[config.mk]
export PLATFORM = sky130hd
export DESIGN_NAME = fp16_operand_entry_flat
export DESIGN_NICKNAME = d
export VERILOG_FILES = /design/src/rtl/fp_entry_pkg.sv /design/src/rtl/fp16_operand_entry_if.sv /design/src/rtl/keypad_hex_decode.sv /design/src/rtl/fp16_operand_entry.sv /design/src/flat_wrapper.sv
export SDC_FILE = /design/constraint.sdc
export NUM_CORES = 1
export LEC_CHECK = 0
export ABC_AREA = 1
export BUFFER_PORTS_ARGS = -buffer_cell sky130_fd_sc_hd__buf_2
export CORE_MARGIN = 2
export CORE_UTILIZATION = 47
export CTS_BUF_LIST = sky130_fd_sc_hd__clkbuf_2 sky130_fd_sc_hd__clkbuf_4 sky130_fd_sc_hd__clkbuf_8
export DETAILED_ROUTE_END_ITERATION = 7
export PLACE_DENSITY = 0.76
export SLEW_MARGIN = 20
export SYNTH_ARGS = -nofsm -noshare
export SYNTH_HDL_FRONTEND = slang
export SYNTH_SLANG_ARGS = --single-unit
[constraint.sdc]
create_clock -name clk -period 3.2 [get_ports clk]
set_clock_uncertainty 0.1 [all_clocks]
set_input_delay 0.32 -clock clk [delete_from_list [all_inputs] [get_ports clk]]
set_output_delay 0.32 -clock clk [all_outputs]
set_load 0.03 [all_outputs]
[src/rtl/fp_entry_pkg.sv]
// Shared types and constants for the FP16 operand-entry keypad front end.
package fp_entry_pkg;

  typedef enum logic [1:0] {
    ENTER_A = 2'b00,
    ENTER_B = 2'b01,
    HOLD    = 2'b10
  } state_e;

  localparam int DEF_DIGITS    = 4;
  localparam int DEF_KEY_BKSP  = 12;
  localparam int DEF_KEY_ENTER = 14;

  localparam int FP16_SIGN_BIT = 15;
  localparam int FP16_EXP_MSB  = 14;
  localparam int FP16_EXP_LSB  = 10;
  localparam int FP16_MAN_MSB  = 9;
  localparam int FP16_MAN_LSB  = 0;
  localparam logic [4:0] EXP_ALL_ONES = 5'b11111;

  // True for Inf/NaN bit patterns.
  function automatic logic fp16_is_special(input logic [15:0] word);
    return word[FP16_EXP_MSB:FP16_EXP_LSB] == EXP_ALL_ONES;
  endfunction

endpackage

[src/rtl/fp16_operand_entry_if.sv]
// Keypad-in / operand-pair-out bundle. Optional FP16_SPECIAL_REJECT_EN adds special_seen.
interface fp16_operand_entry_if #(
  parameter int W = 16
) ();

  logic         key_valid;
  logic [3:0]   key_code;
  logic         op_ready;
  logic         op_valid;
  logic [W-1:0] op_a;
  logic [W-1:0] op_b;
  logic [W-1:0] entry_word;
  logic [2:0]   digit_cnt;
  logic [1:0]   state_led;
  logic         err;
`ifdef FP16_SPECIAL_REJECT_EN
  logic         special_seen;

  modport master (
    input  key_valid, key_code, op_ready,
    output op_valid, op_a, op_b, entry_word, digit_cnt, state_led, err, special_seen
  );
  modport slave (
    output key_valid, key_code, op_ready,
    input  op_valid, op_a, op_b, entry_word, digit_cnt, state_led, err, special_seen
  );
`else
  modport master (
    input  key_valid, key_code, op_ready,
    output op_valid, op_a, op_b, entry_word, digit_cnt, state_led, err
  );
  modport slave (
    output key_valid, key_code, op_ready,
    input  op_valid, op_a, op_b, entry_word, digit_cnt, state_led, err
  );
`endif

endinterface

[src/rtl/keypad_hex_decode.sv]
// Maps a raw keypad index to a hex nibble or a control-key flag.
module keypad_hex_decode #(
  parameter int KEY_BKSP  = fp_entry_pkg::DEF_KEY_BKSP,
  parameter int KEY_ENTER = fp_entry_pkg::DEF_KEY_ENTER
) (
  input  logic [3:0] i_key_code,
  output logic [3:0] o_nibble,
  output logic       o_is_digit,
  output logic       o_is_bksp,
  output logic       o_is_enter
);

  always_comb begin
    // NOTE: every output gets a default first so no path leaves one unassigned (no latch).
    o_nibble   = 4'h0;
    o_is_digit = 1'b0;
    o_is_bksp  = 1'b0;
    o_is_enter = 1'b0;
    if (i_key_code == 4'(KEY_BKSP)) begin
      o_is_bksp = 1'b1;
    end else if (i_key_code == 4'(KEY_ENTER)) begin
      o_is_enter = 1'b1;
    end else begin
      o_is_digit = 1'b1;
      case (i_key_code)
        4'd0:    o_nibble = 4'h1;
        4'd1:    o_nibble = 4'h2;
        4'd2:    o_nibble = 4'h3;
        4'd3:    o_nibble = 4'hA;
        4'd4:    o_nibble = 4'h4;
        4'd5:    o_nibble = 4'h5;
        4'd6:    o_nibble = 4'h6;
        4'd7:    o_nibble = 4'hB;
        4'd8:    o_nibble = 4'h7;
        4'd9:    o_nibble = 4'h8;
        4'd10:   o_nibble = 4'h9;
        4'd11:   o_nibble = 4'hC;
        4'd13:   o_nibble = 4'h0;
        4'd15:   o_nibble = 4'hD;
        default: o_is_digit = 1'b0;
      endcase
    end
  end

endmodule

[src/rtl/fp16_operand_entry.sv]
// Builds FP16 operands A then B from keypad digits and hands the pair off via valid/ready.
// Optional FP16_SPECIAL_REJECT_EN: refuse Inf/NaN words on enter and flag special_seen.
module fp16_operand_entry
  import fp_entry_pkg::*;
#(
  parameter int DIGITS    = DEF_DIGITS,
  parameter int KEY_BKSP  = DEF_KEY_BKSP,
  parameter int KEY_ENTER = DEF_KEY_ENTER
) (
  input logic                clk,
  input logic                reset,
  fp16_operand_entry_if.master bus
);

  localparam int         W        = 4 * DIGITS;
  localparam logic [2:0] CNT_FULL = 3'(DIGITS);

  logic [3:0] w_nibble;
  logic       w_is_digit, w_is_bksp, w_is_enter;
  logic       w_full, w_empty;

  state_e       r_state;
  logic [W-1:0] r_entry, r_op_a, r_op_b;
  logic [2:0]   r_cnt;
  logic         r_op_valid, r_err;
`ifdef FP16_SPECIAL_REJECT_EN
  logic         r_special_seen;
`endif

  keypad_hex_decode #(
    .KEY_BKSP  (KEY_BKSP),
    .KEY_ENTER (KEY_ENTER)
  ) u_decode (
    .i_key_code (bus.key_code),
    .o_nibble   (w_nibble),
    .o_is_digit (w_is_digit),
    .o_is_bksp  (w_is_bksp),
    .o_is_enter (w_is_enter)
  );

  assign w_full  = (r_cnt == CNT_FULL);
  assign w_empty = (r_cnt == 3'd0);

  // NOTE: all state updates use non-blocking assignment so every register sees pre-edge values.
  always_ff @(posedge clk) begin
    if (reset) begin
      r_state    <= ENTER_A;
      r_entry    <= '0;
      r_op_a     <= '0;
      r_op_b     <= '0;
      r_cnt      <= 3'd0;
      r_op_valid <= 1'b0;
      r_err      <= 1'b0;
`ifdef FP16_SPECIAL_REJECT_EN
      r_special_seen <= 1'b0;
`endif
    end else begin
      r_err <= 1'b0;
      if (r_state == HOLD) begin
        // Keys are refused while the pair is on offer, even in the transfer cycle.
        if (bus.key_valid) r_err <= 1'b1;
        if (r_op_valid && bus.op_ready) begin
          r_op_valid <= 1'b0;
          r_state    <= ENTER_A;
        end
      end else if (bus.key_valid) begin
        if (w_is_digit) begin
          if (!w_full) begin
            r_entry <= {r_entry[W-5:0], w_nibble};
            r_cnt   <= r_cnt + 3'd1;
          end else begin
            r_err <= 1'b1;
          end
        end else if (w_is_bksp) begin
          if (!w_empty) begin
            r_entry <= r_entry >> 4;
            r_cnt   <= r_cnt - 3'd1;
          end else begin
            r_err <= 1'b1;
          end
        end else if (w_is_enter) begin
          if (!w_full) begin
            r_err <= 1'b1;
`ifdef FP16_SPECIAL_REJECT_EN
          end else if (fp16_is_special(r_entry)) begin
            r_err          <= 1'b1;
            r_special_seen <= 1'b1;
`endif
          end else begin
`ifdef FP16_SPECIAL_REJECT_EN
            r_special_seen <= 1'b0;
`endif
            r_entry <= '0;
            r_cnt   <= 3'd0;
            if (r_state == ENTER_A) begin
              r_op_a  <= r_entry;
              r_state <= ENTER_B;
            end else begin
              r_op_b     <= r_entry;
              r_state    <= HOLD;
              r_op_valid <= 1'b1;
            end
          end
        end else begin
          r_err <= 1'b1;
        end
      end
    end
  end

  assign bus.op_valid   = r_op_valid;
  assign bus.op_a       = r_op_a;
  assign bus.op_b       = r_op_b;
  assign bus.entry_word = r_entry;
  assign bus.digit_cnt  = r_cnt;
  assign bus.state_led  = r_state;
  assign bus.err        = r_err;
`ifdef FP16_SPECIAL_REJECT_EN
  assign bus.special_seen = r_special_seen;
`endif

endmodule

[src/flat_wrapper.sv]
// flat-port wrapper written by rule: the top's interface ports become plain ports
module fp16_operand_entry_flat import fp_entry_pkg::*;
#(
  parameter int DIGITS    = DEF_DIGITS,
  parameter int KEY_BKSP  = DEF_KEY_BKSP,
  parameter int KEY_ENTER = DEF_KEY_ENTER
)
  (clk, reset, bus_key_valid, bus_key_code, bus_op_ready, bus_op_valid, bus_op_a, bus_op_b, bus_entry_word, bus_digit_cnt, bus_state_led, bus_err);
  fp16_operand_entry_if bus_i ();
  input logic clk;
  input logic reset;
  input wire logic [$bits(bus_i.key_valid)-1:0] bus_key_valid;
  input wire logic [$bits(bus_i.key_code)-1:0] bus_key_code;
  input wire logic [$bits(bus_i.op_ready)-1:0] bus_op_ready;
  output wire logic [$bits(bus_i.op_valid)-1:0] bus_op_valid;
  output wire logic [$bits(bus_i.op_a)-1:0] bus_op_a;
  output wire logic [$bits(bus_i.op_b)-1:0] bus_op_b;
  output wire logic [$bits(bus_i.entry_word)-1:0] bus_entry_word;
  output wire logic [$bits(bus_i.digit_cnt)-1:0] bus_digit_cnt;
  output wire logic [$bits(bus_i.state_led)-1:0] bus_state_led;
  output wire logic [$bits(bus_i.err)-1:0] bus_err;
  assign bus_i.key_valid = bus_key_valid;
  assign bus_i.key_code = bus_key_code;
  assign bus_i.op_ready = bus_op_ready;
  assign bus_op_valid = bus_i.op_valid;
  assign bus_op_a = bus_i.op_a;
  assign bus_op_b = bus_i.op_b;
  assign bus_entry_word = bus_i.entry_word;
  assign bus_digit_cnt = bus_i.digit_cnt;
  assign bus_state_led = bus_i.state_led;
  assign bus_err = bus_i.err;
  fp16_operand_entry #(.DIGITS(DIGITS), .KEY_BKSP(KEY_BKSP), .KEY_ENTER(KEY_ENTER)) u_core (.clk(clk), .reset(reset), .bus(bus_i));
endmodule
# Word level (Yosys, flattened, before mapping)
# Index checks and enable logic that the tools add are counted.
[op_classes] n_addsub=2 n_eq_ne=23 n_mux=46 bitwise=4 reduce_logical=15
[ops] operator="$mux 16" n=6
[ops] operator="$pmux 4 s13" n=1
[ops] operator="$eq 4x4->1 const B" n=8
[ops] operator="$mux 1" n=23
[ops] operator="$reduce_and 7->1" n=3
[ops] operator="$mux 3" n=6
[ops] operator="$eq 4x3->1 const B" n=4
[ops] operator="$mux 2" n=8
[ops] operator="$reduce_or 14->1" n=1
[ops] operator="$reduce_and 6->1" n=2
[ops] operator="$eq 4x2->1 const B" n=2
[ops] operator="$mux 4" n=2
[ops] operator="$ne 2x1->1 const B" n=3
[ops] operator="$reduce_bool 2->1" n=3
[ops] operator="$reduce_bool 3->1" n=2
[ops] operator="$eq 4x1->1 const B" n=1
[ops] operator="$logic_not 4->1" n=1
[ops] operator="$ne 2x2->1 const B" n=2
[ops] operator="$not 1->1" n=4
[ops] operator="$add 3x1->3 const B" n=1
[ops] operator="$eq 3x3->1 const B" n=1
[ops] operator="$logic_not 3->1" n=1
[ops] operator="$ne 3x3->1 const B" n=1
[ops] operator="$sub 3x1->3 const B" n=1
[ops] operator="3 further kinds" n=3
[word_totals] reg_bits=55 output_inout_bits=55 wordCells=97

# Logic depth before layout (Yosys ltp)
# Gate-level depths: netlist (run 1).
[logic_depth] word_depth=8 ltp_mapped=10 ltp_nobuf=9

# Cells and area by module
# A second synthesis (run 1) with hierarchy kept.
[hier_totals] hier_cells=344 hier_area_um2=2436.1
[by_module_without_submodules] module="fp16_operand_entry" n_inst=1 cells_each=319 area_each_um2=2313.5 seq_area_each_um2=1101.1
[by_module_without_submodules] module="keypad_hex_decode" n_inst=1 cells_each=25 area_each_um2=122.6 seq_area_each_um2=0.0

# Least setup slack after synthesis (run 1)
# Ideal clock, no wire load.
[synth_timing] path_kind="reg-to-reg" startpoint="reg u_core.r_cnt[0] (netlist: u_core.bus.digit_cnt[0])" endpoint="reg u_core.r_entry[10] (netlist: u_core.bus.entry_word[10])" arrival_time_ps=1736 required_ps=2987 setup_slack_ps=1252 path_stages_with_launch=10 n_path_buf=1 cell_sequence="dfxtp_1 -> inv_1 -> ha_1 -> nand2_1 -> inv_1 -> nand2_2 -> nand4_4 -> buf_4 -> nor2_1 -> nor2_1"
[synth_between] elab_chain_cells=3
[synth_lines] element="start, declared" line="fp16_operand_entry.sv:24" source="logic [2:0] r_cnt;"
[synth_lines] element="start signal, assigned" line="fp16_operand_entry.sv:70" source="r_cnt <= r_cnt + 3'd1;"
[synth_lines] element="start signal, assigned" line="fp16_operand_entry.sv:77" source="r_cnt <= r_cnt - 3'd1;"
[synth_lines] element="$eq 3x3->1 / $logic_not 3->1 (equally long branches)" line="fp16_operand_entry.sv:41, fp16_operand_entry.sv:42"
[synth_lines] element="$ne 2x2->1 (no source line) (tied with other cells)"
[synth_lines] element="$reduce_and 6->1 (no source line) *"
[synth_lines] element="end signal, assigned" line="fp16_operand_entry.sv:69" source="r_entry <= {r_entry[W-5:0], w_nibble};"
[synth_lines] element="end signal, assigned" line="fp16_operand_entry.sv:76" source="r_entry <= r_entry >> 4;"
[synth_lines] element="end, declared" line="fp16_operand_entry.sv:23" source="logic [W-1:0] r_entry, r_op_a, r_op_b;"
# Every way passes the cells marked *; elsewhere a longest branch is shown, timed or not.
# A chain may end at the register's enable or synchronous reset.

# Worst setup path after layout (run 1)
[layout_timing] startpoint="reg u_core.r_cnt[0] (netlist: u_core.bus.digit_cnt[0])" endpoint="reg u_core.r_entry[13] (netlist: u_core.bus.entry_word[13])"
# Same word-level chain as after synthesis.

==> results of run 1 <==
-- layer usage --
| layer | up-vias | routed length [µm] | track usage, % | share of wire, % |
|---|---|---|---|---|
| li1 | 1326 | - | - | - |
| met1 | 1123 | 3020 | 29.5 | 47 |
| met2 | 67 | 2960 | 32.5 | 46 |
| met3 | 9 | 355 | 4.07 | 5.5 |
| met4 | 0 | 112 | 7.97 | 1.7 |
| met5 | - | 0 | 0 | 0 |
-- sequential cells by signal (all words and copies together) (netlist names) --
signal and count:
u_core.bus.op_valid 1, u_core.bus.op_a 16, u_core.bus.entry_word 16, u_core.bus.err 1
u_core.bus.op_b 16, u_core.bus.state_led 2, u_core.bus.digit_cnt 3
-- cells in the final DEF, fill, tap and decap left out, drive strengths merged --
| cell | n |
|---|---|
| xor2 | 1 |
| o21ai | 11 |
| buf | 64 |
| nor2 | 81 |
| ha | 3 |
| nand3 | 10 |
| clkbuf | 6 |
| nand4 | 18 |
| nand2 | 123 |
| o31ai | 1 |
| nand3b | 1 |
| bufinv | 1 |
| a21oi | 22 |
| dfxtp | 55 |
| xnor2 | 2 |
| a41oi | 1 |
| inv | 47 |
| o211ai | 1 |
| clkinv | 1 |
-- worst paths after layout --
kind | from | end | slack (ns) | cells after the start
worst min register to register | u_core.bus.op_b[5] | u_core.bus.op_b[5] | 0.36 | 2
worst max register to register | u_core.bus.digit_cnt[0] | u_core.bus.entry_word[13] | 1.15 | 9
worst min-delay path | bus_op_ready | u_core.bus.op_valid | 0.25 | 4
worst max-delay path | u_core.bus.digit_cnt[0] | u_core.bus.entry_word[13] | 1.15 | 9
-- cell usage after synthesis --
cell | n | share of area, %
nand2_4 | 2 | 0.83
nand2_1 | 118 | 16
xnor2_1 | 2 | 0.65
nor2_4 | 1 | 0.42
nor2_8 | 2 | 1.5
clkbuf_1 | 5 | 0.69
buf_6 | 6 | 2.5
nand2_2 | 3 | 0.69
nand3b_1 | 1 | 0.28
nand3_1 | 8 | 1.5
buf_2 | 6 | 1.1
clkinv_1 | 1 | 0.14
nor2_1 | 78 | 11
dfxtp_1 | 55 | 41
buf_4 | 3 | 0.83
nand4_1 | 16 | 3.7
ha_1 | 3 | 1.4
inv_1 | 43 | 6.0
o31ai_1 | 1 | 0.28
xor2_1 | 1 | 0.32
a41oi_1 | 1 | 0.32
nand3_2 | 2 | 0.74
o21ai_0 | 11 | 2.0
o211ai_1 | 1 | 0.28
a21oi_1 | 22 | 4.1
nand4_4 | 2 | 1.6
inv_2 | 3 | 0.42
-- cells by family (layout without fill, tap and decap cells) --
family | count (synthesis) | after routing | synth area share, %
AO/OA/AOI/OAI | 36 | 36 | 6.98
adder cells (fa/ha/maj) | 3 | 3 | 1.39
XOR/XNOR | 3 | 3 | 0.971
AND/OR/NAND/NOR | 233 | 233 | 38.4
buffers and inverters | 67 | 119 | 11.6
flip-flops | 55 | 55 | 40.7
-- through the flow --
step	hold WS [ns]	worst slack (ns)
after detailed placement	0.352	1.18
after floorplan	0.459	1.25
after global routing	0.298	0.940
after global placement	0.345	1.24
after CTS	0.245	1.15
final	0.254	1.15
-- final cells by class --
type	count	area, µm²
inverter	47	176
tap	72	90.1
multi-input combinational	275	1290
timing repair buffer	64	325
clock buffer	6	82.6
sequential	55	1100
fill	572	2430
clock inverter	2	38.8
-- power by group through the flow --
stage | Combinational, W | Sequential, W | Clock (W)
after floorplan | 0.000120 | 0.000787 | 0
after global placement | 0.000201 | 0.000759 | 0
after detailed placement | 0.000205 | 0.000759 | 0
after CTS | 0.000206 | 0.000743 | 0.000505
after global routing | 0.000231 | 0.000746 | 0.000529
final | 0.000206 | 0.000744 | 0.000492
-- worst max-delay path, cell delays in order (launching register included) --
cell and delay (ns):
dfxtp_1 0.38, inv_1 0.09, ha_1 0.21, nand2_1 0.20, inv_1 0.11, nand2_2 0.12, nand4_4 0.42, nand2_1 0.17
nand2_1 0.07, nor2_1 0.11
==> flow_summary.toml, run 1 <==
[status]
outcome = "finished, final reports clean"

[timing]
setup_violations = 0
slew-limit-headroom_pct = 66.4
report.final.slew_viol_count = 0
post-route-period-util_pct = 63.9
grt_setup_unrepaired = "false"
max_slew.worst_pin.slew_ns = 0.504
period_needed_ns = 2.05
fmax_mhz = 489
hold_viol = 0
fin_tns_setup_ns = 0

[clock_network]
ctsLongestPathBuffers = 2
clk_latency_ns = 0.31
htree_levels = 2
cts_tree = "done"
cts_buffers = 5
root_buffer = "clkbuf_8"
cts.hold.buffers_added = 0
cts_sinks = 55
clk_pin_slew_ns = 0.10
cts.repair.resized = 0
cts_post_setup_buffers_inserted = 0

[synthesis]
synth_area_mm2 = 0.00271
syn-num-nets = 408
yosys_warnings = 0
synth_seq_area_share_pct = 40.7
ys_ff_latch = 55
synth_cells = 397
syn_area_per_cell_um2 = 6.82
synth.distinct_cells = 27

[global_routing]
grt_max_degree = 37
gr-total-overflow = 0
grt_usage_pct = 21.2
grt_pass1_vias = 2277
grt_pass1_wl_mm = 10.7
antenna_found_initial = 0

[worst_setup_path]
crit_type = "register to register"
startpoint_type = "register"
end_kind = "register"
required_ns = 3.35
worstPathMaxFanout = 36
critPathArrivalTime_ns = 2.19

[die]
coreArea_mm2 = 0.00554
row_count = 27
dieArea_mm2 = 0.00638
die_w_um = 79.9
io_pins = 63
fp.dieH_um = 79.9
initial_core_util_pct = 48.9

[placed_design]
port_buffers = 62
postPlaceCellArea_mm2 = 0.00298
dp_cells = 513
finalWeightedCongestion = 0.898
dp_hpwl_mm = 4.38

[final_layout]
final_cells = 521
final_util_pct = 56.1
antenna_cells = 0
finalInstanceArea_mm2 = 0.00311
area_growth_pct = 14.7
drive_gt1_share_pct = 19.4
nets = 459

[drt]
postRouteAntennaNets = 0
viasPerCell = 4.85
wl_per_cell_um = 12.4
drtIter0Drc = 207
dr.pass1.iters = 4
totalWireLength_mm = 6.45
routed-via-count = 2525
drcViolationCount = 0

[pwr]
total_power_w = 0.00144
p_comb_share_pct = 14.3
power_frac_seq_pct = 51.6
p_leak_nw = 1.66
p_int_w = 0.00103
swShare_pct = 28.9
pwr-share-clk_pct = 34.1
p_switching_w = 0.000416
powerDensity_mw_per_mm2 = 464
irDropWorstVdd_uv = 225

[min_path]
worstHoldPathType = "input pin to register"

[job]
cap_violations = 0
Note: power is estimated with default switching activity, not from simulation.
==> inputs of run 2 (changes only) <==
- clock period: 3.2 -> 2.1 ns (I/O delays scaled with it)
==> run 2 against run 1 <==
  * Setup slack got worse by 1.0 ns
  * Global-route usage is 0.44 points lower
  * Maximum frequency up 4.2%
  * Largest power group unchanged
  * Non-clock buffer count is 6 higher
  * Via count increased by 1.3%
  * Worst hold slack lost 0.10 ns
  * Critical path type unchanged
  * First-iteration DRC count rose by 7.7%
  * Final area is 2.3% higher
  * Register-to-register slack got worse by 1.0 ns
==> flow_summary.toml, run 2 (synthesis results as in run 1) <==
[status]
outcome = "finished, final reports clean"

[global_routing]
grt_pass1_vias = 2256
grt_max_degree = 34
antenna_found_initial = 0
gr-total-overflow = 0
grt_usage_pct = 20.8
grt_pass1_wl_mm = 10.4

[drt]
postRouteAntennaNets = 0
totalWireLength_mm = 6.64
drtIter0Drc = 223
viasPerCell = 4.84
routed-via-count = 2557
drcViolationCount = 0
wl_per_cell_um = 12.6
dr.pass1.iters = 4

[die]
fp.dieH_um = 79.9
io_pins = 63
die_w_um = 79.9
coreArea_mm2 = 0.00554
dieArea_mm2 = 0.00638
row_count = 27
initial_core_util_pct = 48.9

[worst_setup_path]
cpMostUsedCell = "nor2_1"
required_ns = 2.22
crit_type = "register to register"
critPathMaxStageDelay_ns = 0.40
critPathArrivalTime_ns = 2.08
slowest_stage = "nand4_2"
path_cells = "inv_1 -> ha_1 -> nand2_1 -> nor2_8 -> nand4_2 -> nor2_1 -> nor2_1"
cp_num_buf_inv = 1
startpoint_type = "register"
end_kind = "register"
crit_family = "simple AND/OR/NAND/NOR gates"
worstPathMaxFanout = 16

[final_layout]
final_util_pct = 57.3
area_growth_pct = 17.3
final_cells = 528
final_common_cell = "nand2_1"
antenna_cells = 0
final_cell_mix = "nand2_1, nor2_1, buf_2"
nets = 466
drive_gt1_share_pct = 20.6

[clock_network]
cts_tree = "done"
htree_levels = 2
cts_sinks = 55
clk_pin_slew_ns = 0.10
cts_post_setup_buffers_inserted = 0
root_buffer = "clkbuf_8"
cts_buffers = 5
clk_latency_ns = 0.31
ctsLongestPathBuffers = 2
cts.hold.buffers_added = 0

[min_path]
worstHoldPathType = "input pin to register"

[pwr]
power_frac_seq_pct = 51.4
swShare_pct = 28.8
p_comb_share_pct = 14.7
p_leak_nw = 1.70
irDropWorstVdd_uv = 309
powerDensity_mw_per_mm2 = 695
total_power_w = 0.00221
pwr-share-clk_pct = 33.9
p_switching_w = 0.000635
p_int_w = 0.00157

[timing]
setup_violations = 0
slew-limit-headroom_pct = 71.2
post-route-period-util_pct = 93.5
setup_slack_ns = 0.138
fmax_mhz = 510
period_needed_ns = 1.96
report.final.slew_viol_count = 0
hold_viol = 0
max_slew.worst_pin.slew_ns = 0.431
holdWs_ns = 0.152

[placed_design]
dp_cells = 519
finalWeightedCongestion = 0.829
port_buffers = 62
place_ws_ns = 0.207
dp_hpwl_mm = 4.49

[job]
cap_violations = 0
-- run 2: worst register-to-register path, cell delays in order (launching register included) --
cell and delay [ns]:
dfxtp_1 0.34, inv_1 0.11, ha_1 0.18, nand2_1 0.17, nor2_8 0.26, nand4_2 0.40, nor2_1 0.24, nor2_1 0.07
-- run 2: layout make-up --
type | instances | area [µm²]
Clock buffer | 6 | 82.6
Clock inverter | 2 | 38.8
Fill cell | 567 | 2360
Inverter | 47 | 176
Multi-Input combinational cell | 276 | 1300
Sequential cell | 55 | 1100
Tap cell | 72 | 90.1
Timing Repair Buffer | 70 | 383
-- run 2: power by group through the flow --
stage | registers [W] | clock network [W] | logic (W)
after global placement | 0.00116 | 0 | 0.000319
after floorplan | 0.00120 | 0 | 0.000183
final | 0.00113 | 0.000747 | 0.000325
after CTS | 0.00113 | 0.000761 | 0.000325
after detailed placement | 0.00116 | 0 | 0.000324
after global routing | 0.00114 | 0.000800 | 0.000362
-- run 2: metal layers --
metal	up-vias	wire length, µm	track usage, %
met2	65	3170	33.5
met3	11	364	4.19
li1	1343	-	-
met4	0	154	8.64
met1	1138	2950	27.0
met5	-	0	0
-- run 2: repair_timing --
item                                   CTS  global route
resized for setup                        0             0
endpoints found under the hold margin    0             0
setup endpoints to repair                0             7
-- run 2: path summary, 6_finish.rpt --
| path | slack, ns | end | from | cells past startpoint |
|---|---|---|---|---|
| worst max register to register | 0.14 | u_core.bus.op_a[13] | u_core.bus.digit_cnt[0] | 7 |
| worst min-delay path | 0.15 | u_core.bus.op_valid | bus_op_ready | 4 |
| worst min register to register | 0.36 | u_core.bus.op_b[3] | u_core.bus.op_b[3] | 2 |
| worst max-delay path | 0.14 | u_core.bus.op_a[13] | u_core.bus.digit_cnt[0] | 7 |
-- run 2: metrics by stage --
step,instance area [µm²],TNS (ns)
floorplan,2710,0
global placement,3040,0
detailed placement,3040,0
CTS,3160,0
global route,3180,-0.0216
finish,3180,0
==> inputs of run 3 (changes only) <==
- CORE_MARGIN: 2 -> 1.5
- PLACE_DENSITY: 0.76 -> 0.71
==> run 3 against run 2 <==
  * Critical path depth grew 2
  * Clock power shrank 6.2%
  * Utilization fell by 0.99 points
  * Die area shrank 2.5%
  * Sequential share of layout area is 0.61 points higher
  * Routed wire length fell by 1.4%
  * Final area decreased by 1.7%
  * Via count down 0.55%
  * First-iteration DRC count is 13% higher
  * Sequential cell count stayed put
  * Combinational power fell by 2%
  * Largest power group unchanged
==> flow_summary.toml, run 3 (synthesis results as in run 1) <==
[status]
outcome = "finished, final reports clean"

[clock_network]
clk_pin_slew_ns = 0.09
htree_levels = 2
cts_buffers = 5
cts_post_setup_buffers_inserted = 0
root_buffer = "clkbuf_8"
cts_tree = "done"
ctsLongestPathBuffers = 2
clk_latency_ns = 0.31
cts.repair.resized = 0
cts.hold.buffers_added = 0
cts_sinks = 55

[final_layout]
drive_gt1_share_pct = 19.9
final_common_cell = "nand2_1"
antenna_cells = 0
final_util_pct = 56.3
fillers = 567
nets = 463
final_cell_mix = "nand2_1, nor2_1, buf_2"
area_growth_pct = 15.2

[drt]
drtIter0Drc = 252
viasPerCell = 4.85
totalWireLength_mm = 6.54
routed-via-count = 2543
drcViolationCount = 0
postRouteAntennaNets = 0
dr.pass1.iters = 4
wl_per_cell_um = 12.5

[worst_setup_path]
rr_startpoint = "u_core.bus.digit_cnt[0]"
critPathArrivalTime_ns = 2.04
reg2regPathDepth = 9
required_ns = 2.21
startpoint_type = "register"
worstPathMaxFanout = 36
startpoint = "u_core.bus.digit_cnt[0]"
crit_type = "register to register"
end_kind = "register"

[placed_design]
place_ws_ns = 0.206
finalWeightedCongestion = 0.796
dp_hpwl_mm = 4.48
port_buffers = 62

[die]
initial_core_util_pct = 48.9
coreArea_mm2 = 0.00554
die_w_um = 78.9
dieArea_mm2 = 0.00623
row_count = 27
io_pins = 63
fp.dieH_um = 78.9

[pwr]
irDropWorstVdd_uv = 326
powerDensity_mw_per_mm2 = 690
p_leak_nw = 1.67

[timing]
setup_violations = 0
hold_viol = 0
post-route-period-util_pct = 92.0
report.final.slew_viol_count = 0
setup_slack_ns = 0.167
slew-limit-headroom_pct = 69.9
holdWs_ns = 0.143
fmax_mhz = 517
max_slew.worst_pin.slew_ns = 0.451
period_needed_ns = 1.93
grt_setup_unrepaired = "false"
fin_tns_setup_ns = 0

[global_routing]
grt_usage_pct = 22.0
grt_pass1_vias = 2223
grt_max_degree = 37
gr-total-overflow = 0
antenna_found_initial = 0
grt_pass1_wl_mm = 10.5

[min_path]
hold-path-cell-count = 4
min-delay-start = "bus_op_ready"
worstHoldPathType = "input pin to register"

[job]
cap_violations = 0
-- run 3: changes by cell type in the layout (fill, tap and decap cells not counted) --
cell	delta
clkbuf_8	-1
buf_12	-1
nand4_2	-1
buf_4	-1
inv_6	-1
clkbuf_4	+1
-- run 3: layout make-up --
cell class | instances | area (µm²) | share of cell area [%]
flip-flops and latches | 55 | 1100 | 35.3
clock inverters | 1 | 30.0 | 0.962
clock buffers | 6 | 76.3 | 2.45
repair buffers | 68 | 355 | 11.4
multi-input cells | 275 | 1290 | 41.4
well taps | 72 | 90.1 | 2.89
inverters | 47 | 176 | 5.65
-- run 3: power breakdown --
group | internal (W) | switching [W] | total, W
Sequential | 0.00108 | 0.0000577 | 0.00113
Clock | 0.000363 | 0.000337 | 0.000701
Combinational | 0.0000960 | 0.000222 | 0.000318
-- run 3: layer usage --
layer,GRT usage [%],share of wire [%],vias up
li1,-,-,1333
met2,34.1,45,95
met4,9.82,2.4,0
met5,0,0,-
met3,5.17,7.3,12
met1,29.2,45,1103
-- run 3: metrics by stage --
stage               instance area [µm²]  total power, W  std cells
finish                             3120         0.00215        524
global route                       3120         0.00225        524
CTS                                3120         0.00216        524
detailed placement                 3010         0.00148        517
global placement                   3010         0.00147        517
floorplan                          2710         0.00138        397
-- run 3: final timing paths --
kind / slack (ns) / to
setup / recovery: 0.17 / u_core.bus.entry_word[13]
hold / removal: 0.14 / u_core.bus.op_valid
setup reg to reg: 0.17 / u_core.bus.entry_word[13]
hold reg to reg: 0.36 / u_core.bus.op_b[4]
-- run 3: critical path, cell delays in order, from the launching register on --
cell and delay (ns):
dfxtp_1 0.39, inv_1 0.09, ha_1 0.22, nand2_1 0.22, nand3_2 0.16, nand4_4 0.10
buf_4 0.33, nand2_1 0.12, nand2_1 0.07, nor2_1 0.04
